File: src/rtl/jelly_bean_taster_if.sv
// Jelly bean bus: recipe fields and command from the master,
// verdict, busy flag and statistics back from the taster.
interface jelly_bean_taster_if;
    logic [2:0] flavor;
    logic [1:0] color;
    logic       sugar_free;
    logic       sour;
    logic [1:0] command;
    logic [1:0] taste;
    logic       busy;
    logic [7:0] yummy_count;
    logic [7:0] yucky_count;

    modport master_mp (
        output flavor, color, sugar_free, sour, command,
        input  taste, busy, yummy_count, yucky_count
    );

    modport slave_mp (
        input  flavor, color, sugar_free, sour, command,
        output taste, busy, yummy_count, yucky_count
    );
endinterface

File: src/rtl/jelly_bean_taster.sv
// Jelly bean taster: latches a recipe on WRITE, chews it for
// TASTE_LATENCY cycles, stores a verdict and keeps saturating
// yummy/yucky statistics. READ returns the stored verdict for one cycle.
module jelly_bean_taster #(
    parameter int unsigned TASTE_LATENCY = 2   // legal range 1..15
) (
    input  logic                   clk,
    input  logic                   rst,
    jelly_bean_taster_if.slave_mp  bus
);
    localparam logic [1:0] CMD_READ  = 2'd1;
    localparam logic [1:0] CMD_WRITE = 2'd2;

    localparam logic [1:0] T_UNKNOWN = 2'd0;
    localparam logic [1:0] T_YUMMY   = 2'd1;
    localparam logic [1:0] T_YUCKY   = 2'd2;

    localparam logic [2:0] F_APPLE     = 3'd1;
    localparam logic [2:0] F_CHOCOLATE = 3'd4;
    localparam logic [1:0] C_BLUE      = 2'd2;

    // Counter reloads with L-1 so the verdict lands exactly L edges after WRITE.
    localparam logic [3:0] CNT_INIT = 4'(TASTE_LATENCY - 1);

    typedef enum logic {IDLE, CHEW} state_t;

    typedef struct packed {
        logic [2:0] flavor;
        logic [1:0] color;
        logic       sugar_free;
        logic       sour;
    } recipe_t;

    state_t     state;
    logic [3:0] cnt;
    recipe_t    recipe;
    logic [1:0] taste_reg;
    logic [1:0] verdict;

    // Verdict rules on the captured recipe; first matching rule wins.
    always_comb begin
        verdict = T_YUMMY;
        if (recipe.color == 2'd3)
            verdict = T_UNKNOWN;
        else if (recipe.flavor == 3'd0 || recipe.flavor >= 3'd5)
            verdict = T_YUCKY;
        else if (recipe.flavor == F_CHOCOLATE && recipe.sour)
            verdict = T_YUCKY;
        else if (recipe.flavor == F_APPLE && recipe.color == C_BLUE)
            verdict = T_YUCKY;
        else if (recipe.sugar_free && recipe.sour)
            verdict = T_YUCKY;
    end

    // Taster FSM with registered taste/busy/statistics outputs.
    always_ff @(posedge clk) begin
        if (rst) begin
            state           <= IDLE;
            cnt             <= '0;
            recipe          <= '0;
            taste_reg       <= T_UNKNOWN;
            bus.taste       <= T_UNKNOWN;
            bus.busy        <= 1'b0;
            bus.yummy_count <= '0;
            bus.yucky_count <= '0;
        end else begin
            // Read is side-effect free and sees taste_reg before this edge.
            bus.taste <= (bus.command == CMD_READ) ? taste_reg : T_UNKNOWN;

            case (state)
                IDLE: begin
                    if (bus.command == CMD_WRITE) begin
                        recipe   <= '{flavor: bus.flavor, color: bus.color,
                                      sugar_free: bus.sugar_free, sour: bus.sour};
                        cnt      <= CNT_INIT;
                        state    <= CHEW;
                        bus.busy <= 1'b1;
                    end
                end
                CHEW: begin
                    // Writes arriving here are dropped; the master must honour busy.
                    if (cnt == 4'd0) begin
                        taste_reg <= verdict;
                        if (verdict == T_YUMMY && bus.yummy_count != 8'hFF)
                            bus.yummy_count <= bus.yummy_count + 8'd1;
                        if (verdict == T_YUCKY && bus.yucky_count != 8'hFF)
                            bus.yucky_count <= bus.yucky_count + 8'd1;
                        state    <= IDLE;
                        bus.busy <= 1'b0;
                    end else begin
                        cnt <= cnt - 4'd1;
                    end
                end
                default: state <= IDLE;
            endcase
        end
    end
endmodule

File: src/flat_wrapper.sv
// flat-port wrapper written by rule: the top's interface ports become plain ports
module jelly_bean_taster_flat 
#(
    parameter int unsigned TASTE_LATENCY = 2                       
)
  (clk, rst, bus_flavor, bus_color, bus_sugar_free, bus_sour, bus_command, bus_taste, bus_busy, bus_yummy_count, bus_yucky_count);
  jelly_bean_taster_if bus_i ();
  input  logic clk;
  input  logic rst;
  input wire logic [$bits(bus_i.flavor)-1:0] bus_flavor;
  input wire logic [$bits(bus_i.color)-1:0] bus_color;
  input wire logic [$bits(bus_i.sugar_free)-1:0] bus_sugar_free;
  input wire logic [$bits(bus_i.sour)-1:0] bus_sour;
  input wire logic [$bits(bus_i.command)-1:0] bus_command;
  output wire logic [$bits(bus_i.taste)-1:0] bus_taste;
  output wire logic [$bits(bus_i.busy)-1:0] bus_busy;
  output wire logic [$bits(bus_i.yummy_count)-1:0] bus_yummy_count;
  output wire logic [$bits(bus_i.yucky_count)-1:0] bus_yucky_count;
  assign bus_i.flavor = bus_flavor;
  assign bus_i.color = bus_color;
  assign bus_i.sugar_free = bus_sugar_free;
  assign bus_i.sour = bus_sour;
  assign bus_i.command = bus_command;
  assign bus_taste = bus_i.taste;
  assign bus_busy = bus_i.busy;
  assign bus_yummy_count = bus_i.yummy_count;
  assign bus_yucky_count = bus_i.yucky_count;
  jelly_bean_taster #(.TASTE_LATENCY(TASTE_LATENCY)) u_core (.clk(clk), .rst(rst), .bus(bus_i));
endmodule
File: config.mk
export PLATFORM = sky130hd
export DESIGN_NAME = jelly_bean_taster_flat
export DESIGN_NICKNAME = d
export VERILOG_FILES = /design/src/rtl/jelly_bean_taster_if.sv /design/src/rtl/jelly_bean_taster.sv /design/src/flat_wrapper.sv
export SDC_FILE = /design/constraint.sdc
export NUM_CORES = 1
export LEC_CHECK = 0
export CAP_MARGIN = 20
export CORE_ASPECT_RATIO = 0.5
export CORE_MARGIN = 10
export CORE_UTILIZATION = 34
export CTS_CLUSTER_SIZE = 14
export DETAILED_ROUTE_END_ITERATION = 8
export GPL_ROUTABILITY_DRIVEN = 0
export GPL_TIMING_DRIVEN = 0
export PLACE_DENSITY = 0.59
export SETUP_SLACK_MARGIN = 0.3
export SYNTH_ARGS = -nofsm -noshare
export SYNTH_HDL_FRONTEND = slang
export SYNTH_SLANG_ARGS = --single-unit
File: constraint.sdc
create_clock -name clk -period 1.81 [get_ports clk]
set_input_delay 0.181 -clock clk [delete_from_list [all_inputs] [get_ports clk]]
set_output_delay 0.181 -clock clk [all_outputs]
set_load 0.005 [all_outputs]
# After elaboration in Yosys (flattened, before gate mapping)
# Cells that the tools add are included.
[totals]
register_bits = 33
[classes]
eq_ne = 13
add_sub_neg = 3
n_lt_le_gt_ge = 1
n_reduce_logical = 15
bitwise = 2
n_mux = 14
[op_table]
columns = ["cell", "n"]
rows = [
  ["adder 8 x 1 -> 8 bit (second input constant)", 2],
  ["inequality test 8 bit (second input constant)", 2],
  ["two-way mux 2 bit", 5],
  ["equality test 2 bit (second input constant)", 4],
  ["two-way mux 4 bit", 2],
  ["one-hot mux 4 bit (2 select lines)", 1],
  ["AND reduction 2 bit", 4],
  ["AND reduction 3 bit", 2],
  ["logical AND 1 bit", 5],
  ["equality test 2 x 1 -> 1 bit (second input constant)", 2],
  ["logical NOT 4 bit", 1],
  ["two-way mux 1 bit", 4],
  ["inequality test 2 bit (second input constant)", 2],
  ["one-hot mux 1 bit (2 select lines)", 2],
  ["subtractor 4 x 1 -> 4 bit (second input constant)", 1],
  ["equality test 3 x 1 -> 1 bit (second input constant)", 1],
  ["equality test 3 bit (second input constant)", 1],
  ["greater-or-equal comparator 3 bit (second input constant)", 1],
  ["logical NOT 3 bit", 1],
  ["inequality test 2 x 1 -> 1 bit (second input constant)", 1],
  ["inverter 1 bit", 2],
  ["OR reduction 2 bit", 1],
  ["logical OR 1 bit", 1],
]

# Longest topological paths before layout
# Gate-level depths: netlist of run 1.
[logic_depth]
ltp_word = 9
mapped_depth = 8
mapped_depth_nobuf = 7

# Worst setup path after synthesis of run 1
# Ideal clock, no wire load.
[synth_timing]
path_kind = "register -> register"
from = "reg u_core.cnt[0]"
to = "reg u_core.bus.yucky_count[3]"
arrival_ns = 1.698
t_required_ns = 1.740
setup_time_ns = 0.070
slack_ns = 0.042
path_stages_with_launch = 8
path_buffers = 0
cell_sequence = "dfxtp_1 inv_1 ha_1 nand4bb_4 a21oi_2 a21bo_1 or4_1 a21oi_1"
[synth_via]
elab_chain_len = 2
[synth_rtl]
columns = ["element", "line_no", "rtl"]
rows = [
  ["from (decl)", "jelly_bean_taster.sv:35", "logic [3:0] cnt;"],
  ["from (signal assigned)", "jelly_bean_taster.sv:91", "cnt <= cnt - 4'd1;"],
  ["logical NOT 4 bit", "jelly_bean_taster.sv:82", "if (cnt == 4'd0) begin"],
  ["AND reduction 3 bit (no line)", "-", ""],
  ["to (signal assigned)", "jelly_bean_taster.sv:87", "bus.yucky_count <= bus.yucky_count + 8'd1;"],
  ["to (decl)", "jelly_bean_taster_if.sv:21", "output taste, busy, yummy_count, yucky_count"],
]
# No other way between the ends.
# A chain may end at the register's enable or synchronous reset.

# Worst setup path after layout of run 1
[layout_timing]
from = "reg u_core.cnt[0]"
to = "reg u_core.bus.yucky_count[2]"
# The elaborated chain is that of the path after synthesis.

==> results.cfg, run 1 <==
[die]
start_util_pct = 36.9
core_um2 = 4080
die-area_um2 = 7660
ioPinCount = 30
die-height_um = 67.1
die_w_um = 114
row_count = 16

[synthesis]
yosysWarningCount = 0
syn_nets = 181
synthCells = 166
ys_types = 39
avgSynthCellArea_um2 = 9.07
ys_async_sr_fraction_pct = 0
yosysSeqAreaShare_pct = 43.9
synth-edff-count = 0
ys_ff_latch = 33
synth_ff_type = dfxtp_1
netlist_area_um2 = 1510

[final_layout]
reg_top3 = u_core.bus.yucky_count: 8 flops, u_core.bus.yummy_count: 8 flops, u_core.recipe: 7 flops
nets = 234
antenna_cells = 0
fillers = 380
fin_util_pct = 57.5
drive_gt1_share_pct = 34.1
synthToLayoutAreaGrowth_pct = 55.8

[clocking]
clk_root_buffer_cell = clkbuf_8
cts_tree = built
insertion_delay_ns = 0.29
cts_made_buffers = 5
cts_num_sinks = 33
htreeDepth = 2
holdBufCountCts = 0
clkTransAtPathRegs_ns = 0.08
clock_path_buffers = 2

[drt]
dr.pass1.iters = 4
drc = 0
viasPerCell = 5.34
vias = 1463
wirelength_um = 4090
drt_iter0_drc = 56
wl_per_cell_um = 14.9
detail-route-antenna-nets = 0

[placed_design]
place_ws_ns = -0.154
io_buffers = 29
hpwl_um = 2720

[global_route]
antenna_found_initial = 0
grt-ovfl-total = 0
grt_pass1_vias = 1408
globalRouteTotalUtil_pct = 10.6
grt_max_degree = 13
grt_pass1_wl_um = 6590

[sta]
drv_slew = 0
max_freq_mhz = 569
fin_ws_ns = 0.0534
slew_headroom_pct = 60.2
skew_ns = 0.00459
setup_tns_ns = 0
min_period_ns = 1.76
holdWs_ns = 0.463
fin_crit_sh_pct = 97.0
grt_setup_unrepaired = true
setup_violations = 0
tightest_slew_ns = 0.596
hold_violations = 0

[power]
power_w = 0.00165
power_density_nw_per_um2 = 703
ir_worst_vdd_mv = 0.317
total_leakage_power_nw = 0.782

[critical_path]
crit_fanout = 5
rr_worst_depth = 8
reg2reg_slack_ns = 0.05
cp-end-kind = register
critPathLaunchType = register
worstReg2RegStart = u_core.cnt[0]
cp.arrival_ns = 1.93
r2r_end = u_core.bus.yucky_count[2]
worstPathRequired_ns = 1.98
setup.worst_path.class = reg2reg

[job]
maxCapViolations = 0

[hold_path]
min_path_cells = 2
hold_class = reg2reg
holdPathEnd = u_core.taste_reg[1]
min_from = u_core.taste_reg[1]

[run_status]
status = finished, final reports clean
==> cells by family (layout without fill, tap and decap cells) <==
group | count (synthesis) | in the layout | share of synthesized area (%)
fa+ha+maj | 4 | 4 | 3.32
compound gates | 45 | 45 | 19.8
buf+inv | 15 | 69 | 3.90
xor+xnor | 1 | 1 | 0.582
mux | 8 | 8 | 5.40
simple gates | 60 | 60 | 23.2
flops | 33 | 33 | 43.9
==> area by class of cell <==
| cell class | instances | area (um2) | area share, % |
|---|---|---|---|
| Multi-Input combinational cell | 118 | 966 | 41.2 |
| Sequential cell | 33 | 682 | 29.1 |
| Timing Repair Buffer | 46 | 419 | 17.9 |
| Buffer | 8 | 71.3 | 3.04 |
| Clock buffer | 5 | 68.8 | 2.93 |
| Tap cell | 54 | 67.6 | 2.88 |
| Clock inverter | 3 | 46.3 | 1.97 |
| Inverter | 7 | 26.3 | 1.12 |
==> layer usage <==
metal | track usage [%] | vias up | part of all wire (%)
met5 | 0 | - | 0
met4 | 4.66 | 0 | 1.4
met3 | 2.68 | 7 | 3.4
met2 | 16.9 | 20 | 46
met1 | 13.2 | 707 | 49
li1 | - | 729 | -
==> worst max-delay path by stage <==
stage,from,endpoint,cells after the start
2_1_floorplan,u_core.cnt[1],u_core.bus.yucky_count[3],7
3_3_place_gp,u_core.cnt[1],u_core.bus.yummy_count[7],8
3_5_place_dp,u_core.cnt[1],u_core.bus.yummy_count[2],8
4_1_cts,u_core.cnt[0],u_core.bus.yucky_count[0],8
5_1_grt,u_core.cnt[0],u_core.bus.yucky_count[2],8
6_report,u_core.cnt[0],u_core.bus.yucky_count[2],8
==> what timing repair did <==
item                       4_1_cts  5_1_grt
pin swaps                       10        5
gates cloned                     1        0
setup endpoints to repair       27       35
gates resized for setup         31       23
buffers inserted                13        3
==> critical path, stage by stage, from the launching register on <==
cell and delay [ns]:
dfxtp_2 0.33, inv_2 0.07, ha_4 0.15, nand4bb_4 0.13, a21oi_4 0.18, a21bo_4 0.28, buf_2 0.16, o31ai_1 0.25
a21oi_1 0.10
==> power by group <==
part / internal [W] / switching [W]
Sequential: 0.000744 / 0.0000189
Combinational: 0.0000919 / 0.0000787
Clock: 0.000412 / 0.000304
==> placed cells by master, fill, tap and decap left out, drive strengths merged, types with 2 or more instances in the layout <==
cell type and instances:
dfxtp 33, clkdlybuf4s50 29, a21oi 20, buf 20, nor2 14, nand2 10
clkbuf 10, or4 8, mux2i 7, inv 7, o31ai 7, nor3 6
nand3 6, o21ai 4, ha 4, or3 3, o41ai 3, nand4 2
a211oi 2, nor4bb 2, and4 2, a21boi 2
==> cells in the mapped netlist, types with 6 or more instances <==
master / n / share of area, %
clkbuf_1: 6 / 1.5
mux2i_1: 7 / 4.7
nor3_1: 6 / 2.0
a21oi_1: 19 / 6.3
inv_1: 7 / 1.7
nand3_1: 6 / 2.0
o31ai_1: 7 / 3.5
dfxtp_1: 33 / 44
nand2_1: 10 / 2.5
nor2_1: 14 / 3.5
or4_1: 8 / 4.0
==> metrics by stage <==
| stage | cells | area [um2] |
|---|---|---|
| after floorplan | 166 | 1550 |
| after global placement | 249 | 1900 |
| after detailed placement | 249 | 1900 |
| after CTS | 271 | 2230 |
| after global routing | 274 | 2350 |
| final | 274 | 2350 |
(Power assumes the default switching activity.)
==> run 2, diff against run 1 <==
- CTS_CLUSTER_SIZE: 14 -> not set
==> results of run 2 <==
Final layout, timing and power as in run 1 (identical DEF).
==> run 3, diff against run 2 <==
- PLACE_DENSITY: 0.59 -> 0.58
==> results.cfg, run 3 (synthesized netlist as in run 1, its figures left out) <==
[die]
start_util_pct = 36.9
ioPinCount = 30
die_w_um = 114
die-area_um2 = 7660
row_count = 16
core_um2 = 4080
die-height_um = 67.1

[critical_path]
path_cells = inv_2 -> ha_4 -> nand4bb_4 -> a21oi_4 -> a21bo_4 -> buf_6 -> or3_1 -> a21oi_1
critPathLaunchType = register
cpPeakStageDelay_ns = 0.33
worstReg2RegStart = u_core.cnt[1]
cp.arrival_ns = 1.99
rr_worst_depth = 8
r2r_end = u_core.bus.yucky_count[0]
crit_slowest_cell = dfxtp_2
cp-end-kind = register
crit_fanout = 10
reg2reg_slack_ns = 0.03
worstPathRequired_ns = 2.02
setup.worst_path.class = reg2reg

[clocking]
clk_root_buffer_cell = clkbuf_8
insertion_delay_ns = 0.29
htreeDepth = 2
cts_made_buffers = 5
clock_path_buffers = 2
cts_tree = built
holdBufCountCts = 0
clkTransAtPathRegs_ns = 0.08
cts_num_sinks = 33

[power]
p_sw_w = 0.000388
internal_power_w = 0.00129
power_w = 0.00168
power_density_nw_per_um2 = 742
power_frac_comb_pct = 10.4
ir_worst_vdd_mv = 0.376
sw_frac_of_total_pct = 23.1
total_leakage_power_nw = 0.771
seq_power_share_pct = 45.6
pwr-share-clk_pct = 44.0

[drt]
viasPerCell = 5.27
drt_iter0_drc = 58
drc = 0
dr.pass1.iters = 4
wirelength_um = 4090
wl_per_cell_um = 15.0
detail-route-antenna-nets = 0
vias = 1434

[sta]
max_freq_mhz = 561
drv_slew = 0
hold_violations = 0
skew_ns = 0.0144
grt_setup_unrepaired = true
fin_crit_sh_pct = 98.6
slew_headroom_pct = 63.1
setup_violations = 0
min_period_ns = 1.78
tightest_slew_ns = 0.552
holdWs_ns = 0.468

[hold_path]
holdPathEnd = u_core.bus.taste[0]
min_from = u_core.taste_reg[0]
hold_class = reg2reg
min_path_cells = 1

[placed_design]
dp_cells = 249
io_buffers = 29
placed_area_um2 = 1900
hpwl_um = 2780

[final_layout]
antenna_cells = 0
fin_util_pct = 55.3
drive_gt1_share_pct = 27.5
layout_commonest_cell = clkdlybuf4s50_1
final-instance-count-excl-fill = 272
final_cell_mix = 29 x clkdlybuf4s50_1, 25 x dfxtp_1, 16 x a21oi_1, 14 x nor2_1, 14 x buf_4
synthToLayoutAreaGrowth_pct = 50.0
reg_top3 = u_core.bus.yucky_count: 8 flops, u_core.bus.yummy_count: 8 flops, u_core.recipe: 7 flops
nets = 232
fillers = 397
fin_area_um2 = 2260

[global_route]
grt-ovfl-total = 0
antenna_found_initial = 0
grt_pass1_vias = 1393
grt_pass1_wl_um = 6760
grt_max_degree = 12
globalRouteTotalUtil_pct = 10.6

[job]
maxCapViolations = 0

[run_status]
status = finished, final reports clean
==> run 3: changes by cell type in the layout (fill, tap and decap cells not counted), sizes merged <==
cell	previous run	this run
buf	20	19
clkinv	1	0
==> run 3: layer usage <==
metal	vias up	GRT usage, %	routed length, um
met5	-	0	0
met4	0	3.73	29
met3	4	2.86	123
met2	17	17.0	1930
met1	689	13.4	2010
li1	724	-	-
==> run 3: power by group through the flow <==
stage	Clock [W]	Combinational (W)	Sequential [W]
floorplan	0	0.0000818	0.000777
global placement	0	0.000133	0.000781
detailed placement	0	0.000135	0.000781
CTS	0.000748	0.000159	0.000763
global route	0.000771	0.000191	0.000766
finish	0.000737	0.000174	0.000764
==> run 3: critical path, delay by kind of cell, from the launching register on <==
| kind | cells | cell delay, ns |
|---|---|---|
| buffers and inverters | 2 | 0.21 |
| adder cells (fa/ha/maj) | 1 | 0.16 |
| AO/OA/AOI/OAI | 3 | 0.57 |
| flip-flops | 1 | 0.33 |
| AND/OR/NAND/NOR | 2 | 0.43 |
==> run 3: cell type report <==
type	instances	area, um2	share of cell area, %
buffer	8	66.3	2.93
clock buffer	6	82.6	3.65
clock inverter	2	37.5	1.66
inverter	7	26.3	1.16
multi-input combinational	118	896	39.6
sequential	33	673	29.8
tap	54	67.6	2.99
timing repair buffer	44	410	18.2
==> run 3: timing repair <==
item | 4_1_cts | 5_1_grt
setup endpoints to repair | 27 | 32
pin swaps | 14 | 3
gates resized for setup | 19 | 21
buffers inserted | 10 | 5
endpoints found under the hold margin | 0 | 0
==> run 3: worst max-delay path by stage <==
stage                  start                        end  slack (ns)
2_1_floorplan  u_core.cnt[1]  u_core.bus.yucky_count[3]        0.15
3_3_place_gp   u_core.cnt[1]  u_core.bus.yummy_count[7]       -0.13
3_5_place_dp   u_core.cnt[1]  u_core.bus.yummy_count[7]       -0.14
4_1_cts        u_core.cnt[0]  u_core.bus.yummy_count[1]        0.07
5_1_grt        u_core.cnt[1]  u_core.bus.yucky_count[5]       -0.06
6_report       u_core.cnt[1]  u_core.bus.yucky_count[0]        0.03
==> run 3: through the flow <==
| stage | setup WS [ns] | TNS (ns) |
|---|---|---|
| 6_report | 0.0259 | 0 |
| 3_3_place_gp | -0.130 | -1.65 |
| 4_1_cts | 0.0678 | 0 |
| 5_1_grt | -0.0595 | -0.336 |
| 2_1_floorplan | 0.155 | 0 |
| 3_5_place_dp | -0.142 | -1.67 |
